### config.mk
export PLATFORM = sky130hd
export DESIGN_NAME = movegen_sequencer
export DESIGN_NICKNAME = d
export VERILOG_FILES = /design/src/rtl/movegen_pkg.sv /design/src/rtl/movegen_shadow_board.sv /design/src/rtl/movegen_sequencer.sv
export SDC_FILE = /design/constraint.sdc
export NUM_CORES = 1
export LEC_CHECK = 0
export ABC_CLOCK_PERIOD_IN_PS = 2950
export BUFFER_PORTS_ARGS = -buffer_cell sky130_fd_sc_hd__buf_2
export CORE_UTILIZATION = 40
export DETAILED_ROUTE_END_ITERATION = 6
export PLACE_DENSITY = 0.71
export SYNTH_ARGS = -nofsm -noshare
export SYNTH_HDL_FRONTEND = slang
export SYNTH_SLANG_ARGS = --single-unit
### constraint.sdc
create_clock -name clk -period 2.95 [get_ports clk]
set_input_delay 0.59 -clock clk [delete_from_list [all_inputs] [get_ports clk]]
set_output_delay 0.59 -clock clk [all_outputs]
set_load 0.01 [all_outputs]
### src/rtl/movegen_pkg.sv
// Shared definitions for the move-generation sequencer and its shadow board.
package movegen_pkg;

    // Piece codes: bit 3 is the colour, bits [2:0] the piece kind.
    localparam logic [3:0] PC_EMPTY  = 4'd0;
    localparam logic [3:0] PC_KING   = 4'd1;
    localparam logic [3:0] PC_QUEEN  = 4'd2;
    localparam logic [3:0] PC_ROOK   = 4'd3;
    localparam logic [3:0] PC_BISHOP = 4'd4;
    localparam logic [3:0] PC_KNIGHT = 4'd5;
    localparam logic [3:0] PC_PAWN   = 4'd6;
    localparam int         WHITE_BIT = 3;

    // Square index, 0 = a1 .. 63 = h8.
    typedef logic [5:0] sq_t;
    localparam sq_t SQ_LAST = 6'd63;

    // Castle-right bit positions.
    localparam int CR_BQ = 0;
    localparam int CR_BK = 1;
    localparam int CR_WQ = 2;
    localparam int CR_WK = 3;

    typedef enum logic [2:0] {
        IDLE   = 3'd0,
        LOAD   = 3'd1,
        ATTACK = 3'd2,
        SCAN   = 3'd3,
        EMIT   = 3'd4,
        OUT    = 3'd5,
        FIN    = 3'd6
    } movegen_seq_state_t;

    // True when the code holds a piece belonging to the side to move.
    function automatic logic is_own_piece(input logic [3:0] code, input logic wtp);
        return (code[2:0] != 3'd0) && (code[WHITE_BIT] == wtp);
    endfunction

endpackage

### src/rtl/movegen_shadow_board.sv
// 64x4 shadow copy of the position with a registered own-piece lookup.
module movegen_shadow_board
    import movegen_pkg::*;
(
    input  logic       clk,
    input  logic       rst_n,
    input  logic       shift_en,
    input  logic [3:0] shift_data,
    input  sq_t        lookup_idx,
    input  logic       wtp,
    output logic       own_at_idx
);

    logic [255:0] cells_r;

    // Shift chain: a new word enters at square 0 and older words move toward square 63.
    always_ff @(posedge clk or negedge rst_n) begin
        if (!rst_n) begin
            cells_r <= '0;
        end else if (shift_en) begin
            cells_r <= {cells_r[251:0], shift_data};
        end else begin
            cells_r <= cells_r;
        end
    end

    // Registered lookup: answers for the index presented in the previous cycle.
    always_ff @(posedge clk or negedge rst_n) begin
        if (!rst_n) begin
            own_at_idx <= 1'b0;
        end else begin
            own_at_idx <= is_own_piece(cells_r[{lookup_idx, 2'b00} +: 4], wtp);
        end
    end

endmodule

### src/rtl/movegen_sequencer.sv
// Sequences the 64-square move-generation array through one generation pass
// and streams one (from, targets) record per productive own piece.
module movegen_sequencer
    import movegen_pkg::*;
#(
    parameter int SETTLE_CYCLES = 1,
    parameter bit EMIT_EMPTY    = 1'b0
) (
    input  logic        clk,
    input  logic        rst_n,
    input  logic        start,
    input  logic        wtp_in,
    input  logic [3:0]  castle_rights_in,
    input  logic [7:0]  ep_file_in,
    input  logic        s_pos_valid,
    input  logic [3:0]  s_pos_data,
    output logic        s_pos_ready,
    output logic        board_pos_valid,
    output logic [3:0]  board_pos_data,
    output logic        board_wtp,
    output logic [3:0]  board_castle_rights,
    output logic [7:0]  board_ep_file,
    output logic        board_load_attackers,
    output logic [63:0] board_emit_move,
    input  logic [63:0] board_target,
    output logic        m_valid,
    output logic [5:0]  m_from,
    output logic [63:0] m_targets,
    input  logic        m_ready,
    output logic        busy,
    output logic        done,
    output logic [6:0]  src_count
);

    localparam int SETTLE_W = (SETTLE_CYCLES > 1) ? $clog2(SETTLE_CYCLES) : 1;
    localparam logic [SETTLE_W-1:0] SETTLE_LAST = SETTLE_W'(SETTLE_CYCLES - 1);

    movegen_seq_state_t  state_r;
    logic [6:0]          load_cnt_r;
    sq_t                 scan_idx_r;
    logic [SETTLE_W-1:0] settle_cnt_r;

    logic pos_accept_s;
    logic own_s;
    logic settle_last_s;
    logic emit_hit_s;
    logic advance_s;
    sq_t  lookup_idx_s;

    assign pos_accept_s    = s_pos_valid & s_pos_ready;
    assign board_pos_valid = pos_accept_s;
    assign board_pos_data  = pos_accept_s ? s_pos_data : 4'd0;
    assign settle_last_s   = (settle_cnt_r == SETTLE_LAST);
    assign emit_hit_s      = (board_target != 64'd0) || EMIT_EMPTY;

    // Decide whether the scan index moves on this cycle.
    always_comb begin
        advance_s = 1'b0;
        case (state_r)
            SCAN:    advance_s = !own_s;
            EMIT:    advance_s = settle_last_s && !emit_hit_s;
            OUT:     advance_s = m_ready;
            default: advance_s = 1'b0;
        endcase
    end

    // Present next cycle's scan index so the registered lookup lines up with SCAN.
    always_comb begin
        lookup_idx_s = scan_idx_r;
        if (state_r == ATTACK) begin
            lookup_idx_s = 6'd0;
        end else if (advance_s) begin
            lookup_idx_s = scan_idx_r + 6'd1;
        end else begin
            lookup_idx_s = scan_idx_r;
        end
    end

    movegen_shadow_board u_shadow (
        .clk        (clk),
        .rst_n      (rst_n),
        .shift_en   (pos_accept_s),
        .shift_data (s_pos_data),
        .lookup_idx (lookup_idx_s),
        .wtp        (board_wtp),
        .own_at_idx (own_s)
    );

    // Pass controller with all control and stream outputs registered.
    always_ff @(posedge clk or negedge rst_n) begin
        if (!rst_n) begin
            state_r              <= IDLE;
            load_cnt_r           <= 7'd0;
            scan_idx_r           <= 6'd0;
            settle_cnt_r         <= '0;
            s_pos_ready          <= 1'b0;
            board_wtp            <= 1'b0;
            board_castle_rights  <= 4'd0;
            board_ep_file        <= 8'd0;
            board_load_attackers <= 1'b0;
            board_emit_move      <= 64'd0;
            m_valid              <= 1'b0;
            m_from               <= 6'd0;
            m_targets            <= 64'd0;
            busy                 <= 1'b0;
            done                 <= 1'b0;
            src_count            <= 7'd0;
        end else begin
            done                 <= 1'b0;
            board_load_attackers <= 1'b0;
            case (state_r)
                IDLE: begin
                    if (start) begin
                        board_wtp           <= wtp_in;
                        board_castle_rights <= castle_rights_in;
                        board_ep_file       <= ep_file_in;
                        src_count           <= 7'd0;
                        load_cnt_r          <= 7'd0;
                        busy                <= 1'b1;
                        s_pos_ready         <= 1'b1;
                        state_r             <= LOAD;
                    end
                end
                LOAD: begin
                    if (pos_accept_s) begin
                        if (load_cnt_r == 7'd63) begin
                            load_cnt_r           <= 7'd0;
                            s_pos_ready          <= 1'b0;
                            board_load_attackers <= 1'b1;
                            state_r              <= ATTACK;
                        end else begin
                            load_cnt_r <= load_cnt_r + 7'd1;
                        end
                    end
                end
                ATTACK: begin
                    scan_idx_r <= 6'd0;
                    state_r    <= SCAN;
                end
                SCAN: begin
                    if (own_s) begin
                        board_emit_move <= 64'd1 << scan_idx_r;
                        settle_cnt_r    <= '0;
                        state_r         <= EMIT;
                    end else if (scan_idx_r == SQ_LAST) begin
                        done    <= 1'b1;
                        busy    <= 1'b0;
                        state_r <= FIN;
                    end else begin
                        scan_idx_r <= scan_idx_r + 6'd1;
                    end
                end
                EMIT: begin
                    if (settle_last_s) begin
                        m_targets       <= board_target;
                        m_from          <= scan_idx_r;
                        board_emit_move <= 64'd0;
                        if (emit_hit_s) begin
                            m_valid <= 1'b1;
                            state_r <= OUT;
                        end else if (scan_idx_r == SQ_LAST) begin
                            done    <= 1'b1;
                            busy    <= 1'b0;
                            state_r <= FIN;
                        end else begin
                            scan_idx_r <= scan_idx_r + 6'd1;
                            state_r    <= SCAN;
                        end
                    end else begin
                        settle_cnt_r <= settle_cnt_r + 1'b1;
                    end
                end
                OUT: begin
                    if (m_ready) begin
                        m_valid <= 1'b0;
                        if (src_count != 7'd64) begin
                            src_count <= src_count + 7'd1;
                        end
                        if (scan_idx_r == SQ_LAST) begin
                            done    <= 1'b1;
                            busy    <= 1'b0;
                            state_r <= FIN;
                        end else begin
                            scan_idx_r <= scan_idx_r + 6'd1;
                            state_r    <= SCAN;
                        end
                    end
                end
                FIN: begin
                    state_r <= IDLE;
                end
                default: begin
                    state_r <= IDLE;
                end
            endcase
        end
    end

endmodule

==> reports/results.ini <==
[clock_tree]
cts_tree = built
clock_tree.buffer_depth = 3
clock_insertion_delay_worst_skew_ns = 0.58
clkSinkCount = 432
htreeDepth = 2
ctsRootBufferMaster = clkbuf_16
path_clk_slew_ns = 0.06
cts_inserted_buffers = 45

[synth]
synth_seq_area_share_pct = 57.91
post_synth_and_or_nand_nor_area_fraction_pct = 28.12
main_combinational_cell_family_by_area_after_synthesis = simple AND/OR/NAND/NOR gates
synth_top_area_cell = dfrtp_1
async_flop_share_pct = 100.0
synth.cell_area_um2 = 18670
synthesized_area_fraction_occupied_by_adder_cells_pct = 0.6033
share_of_synthesized_area_spent_on_multiplexers_pct = 2.145
synthFlopType = dfrtp_1
leading_cell_types_by_total_area_after_synthesis = dfrtp_1, nand2_1, o21ai_0
yosys.cell_count.top_type = nand2_1
yosys_register_bits = 432
synth-edff-count = 0
postSynthNetCount = 2228
synth_warnings = 0
synthCells = 2133
synth-xor-area-share_pct = 0.2346
synth.top_cells.by_count = nand2_1, dfrtp_1, o21ai_0
synth.distinct_cells = 71
synthesis.area_per_instance_um2 = 8.751
yosys.area.top_type_share_pct = 57.91
synth_compound_area_share_pct = 8.117

[outcome]
failed_checks = design-rule violations, negative setup slack
status = finished with violations

[worst_setup_path]
crit_path_cell_trace = buf_8, nor4_4, buf_4, nand4_1, buf_4, or4_4, nor4_4, buf_4, nor2_4, nor4_4, a2111oi_2, o311ai_1, o211ai_1, a221oi_2, a31oi_1
arrival_ns = 3.86
critical-path-slowest-cell = or4_4
wp_data_required_ns = 3.38
worst_setup_ep_type = flip-flop
critical-path-top-delay-family = simple AND/OR/NAND/NOR gates
path_buf_inv = 4
type_of_the_worst_setup_path = input pin to flip-flop
worstPathMaxFanout = 5
worstSetupStartpointType = input pin
crit_path_max_incr_delay_ns = 0.62

[placement]
globalplace.congestion = 0.9857
pre_cts_ws_ns = -1.357
dp.final_hpwl_um = 37040
placement.cell_area_um2 = 21640
port_buffers = 249

[route]
drt_drc_violations_left = 7
routed_via_density = 5.240
routed_wire_length_per_instance_um = 16.87
drt.antenna.violating_nets = 0
num_vias = 16311
drt-pass1-iter-count = 7
detail_route.iter0.violations = 1586
routed_wirelength_um = 52500

[floorplan]
initial_core_util_pct = 40.87
chipWidth_um = 218.0
die_h_um = 218.0
io_pins = 250
rows = 78
fp.coreArea_um2 = 45670
die_ar_um2 = 47530

[layout]
fillCellCount = 4118
area_growth_syn_to_layout_pct = 25.26
drive_above_1_share_pct = 22.01
num-nets-final = 2576
finish.instance_area_um2 = 23380
antenna_cells = 0

[timing]
final_hold_viol_count = 0
period_needed_ns = 3.427
final_min_period_over_clock_period_pct = 116.2
rsz0062_at_grt = true
final.setup_skew_ns = 0.01684
timing.final.setup_violations = 1
worst_slack_ns = -0.4773
report.final.slew_viol_count = 0
maxSlewHeadroom_pct = 27.80
sum_neg_setup_slack_ns = -0.4773
worst_slew_pin_slew_ns = 1.083
max_freq_mhz = 291.8

[global_route]
grt_first_pass_wirelength_um = 83360
grt_usage_pct = 21.90
grt_overflow_total = 0
grt_pass1_vias = 15739
grt_antenna_before_repair = 0
grt_max_degree = 228

[job]
timing.max_cap.violations = 0

[pwr]
static-leakage-power_nw = 12.34
power_total_mw = 19.11
cellPowerDensity_nw_per_um2 = 817.3
irDropWorstVdd_mv = 0.4904

[min_path]
hold_path.class = input pin to flip-flop

worst register-to-register path, stage by stage, from the launching register on:
cell	delay [ns]
dfrtp_1	0.43
and4bb_2	0.38
nor2_1	0.09
buf_4	0.15
a221oi_2	0.61
or2_4	0.26
buf_4	0.17
mux2_4	0.32
o2111ai_2	0.21
o211ai_2	0.12
o2bb2ai_1	0.23
nand2b_1	0.14
a31oi_1	0.10
per-layer routing:
| metal | vias up | routed length (µm) | global-route usage, % |
|---|---|---|---|
| met5 | - | 0 | 0 |
| met4 | 0 | 1372 | 7.203 |
| met3 | 98 | 3465 | 3.556 |
| met2 | 586 | 25620 | 37.02 |
| met1 | 7922 | 22050 | 28.53 |
| li1 | 7705 | - | - |
area by class of cell:
cell class / count / area (µm²) / share of cell area [%]
flip-flops and latches: 432 / 10810 / 46.23
multi-input cells: 1573 / 7622 / 32.60
well taps: 600 / 750.7 / 3.211
clock inverters: 17 / 172.7 / 0.7384
inverters: 15 / 61.31 / 0.2622
repair buffers: 414 / 2695 / 11.53
clock buffers: 62 / 1270 / 5.431
cell usage in the layout (no fill, tap or decap), drive strengths merged, types with 17 or more instances in the layout:
cell,synthesis,final
nand3,22,22
nor3,40,40
dfrtp,432,432
nor4,43,43
nor2,30,31
nand2,1087,1087
clkbuf,91,62
mux2i,19,19
a21oi,24,24
inv,15,17
o21ai,97,97
buf,23,413
mux2,18,18
report_power, final:
group	switching, mW	internal, mW
logic	3.54	2.49
clock network	2.35	3.20
registers	0.667	6.87
total	6.55	12.6
state kept, by name (all words and copies together), names as in the netlist, 3 cells and up:
| name | cells |
|---|---|
| u_shadow.cells_r | 256 |
| board_emit_move | 64 |
| m_targets | 64 |
| board_ep_file | 8 |
| load_cnt_r | 7 |
| src_count | 7 |
| m_from | 6 |
| scan_idx_r | 6 |
| board_castle_rights | 4 |
| state_r | 3 |
metrics by stage:
step | hold slack, ns | utilization, % | std cells
CTS | 0.2017 | 50.90 | 3112
finish | 0.2112 | 51.19 | 3113
detailed placement | 0.4606 | 47.38 | 3030
floorplan | 0.2944 | - | 2133
global placement | 0.4540 | 47.38 | 3030
global route | 0.2245 | 51.19 | 3113
path summary, 6_finish.rpt:
path	end	cells after the start	startpoint	slack, ns
max	u_shadow.own_at_idx$_DFF_PN0_	15	board_target[51]	-0.48
min	m_targets[51]$_DFFE_PN0N_	3	board_target[51]	0.21
max reg2reg	u_shadow.own_at_idx$_DFF_PN0_	12	u_shadow.own_at_idx$_DFF_PN0_	-0.40
min reg2reg	m_targets[7]$_DFFE_PN0N_	2	m_targets[7]$_DFFE_PN0N_	0.47
max in group asynchronous	u_shadow.cells_r[75]$_DFFE_PN0P_	3	rst_n	1.54
min in group asynchronous	u_shadow.cells_r[46]$_DFFE_PN0P_	2	rst_n	0.55
kinds of logic after synthesis:
group | count (synthesis)
compound gates | 232
mux | 37
xor+xnor | 5
simple gates | 1289
flops | 432
fa+ha+maj | 9
buf+inv | 129
what timing repair did:
action,CTS,global route
endpoints found under the hold margin,48,0
setup endpoints to repair,1,1
gates cloned,0,1
hold buffers,1,0
pin swaps,17,15
gates resized for setup,24,27
setup buffers,4,0
Note: power is estimated with default switching activity, not from simulation.
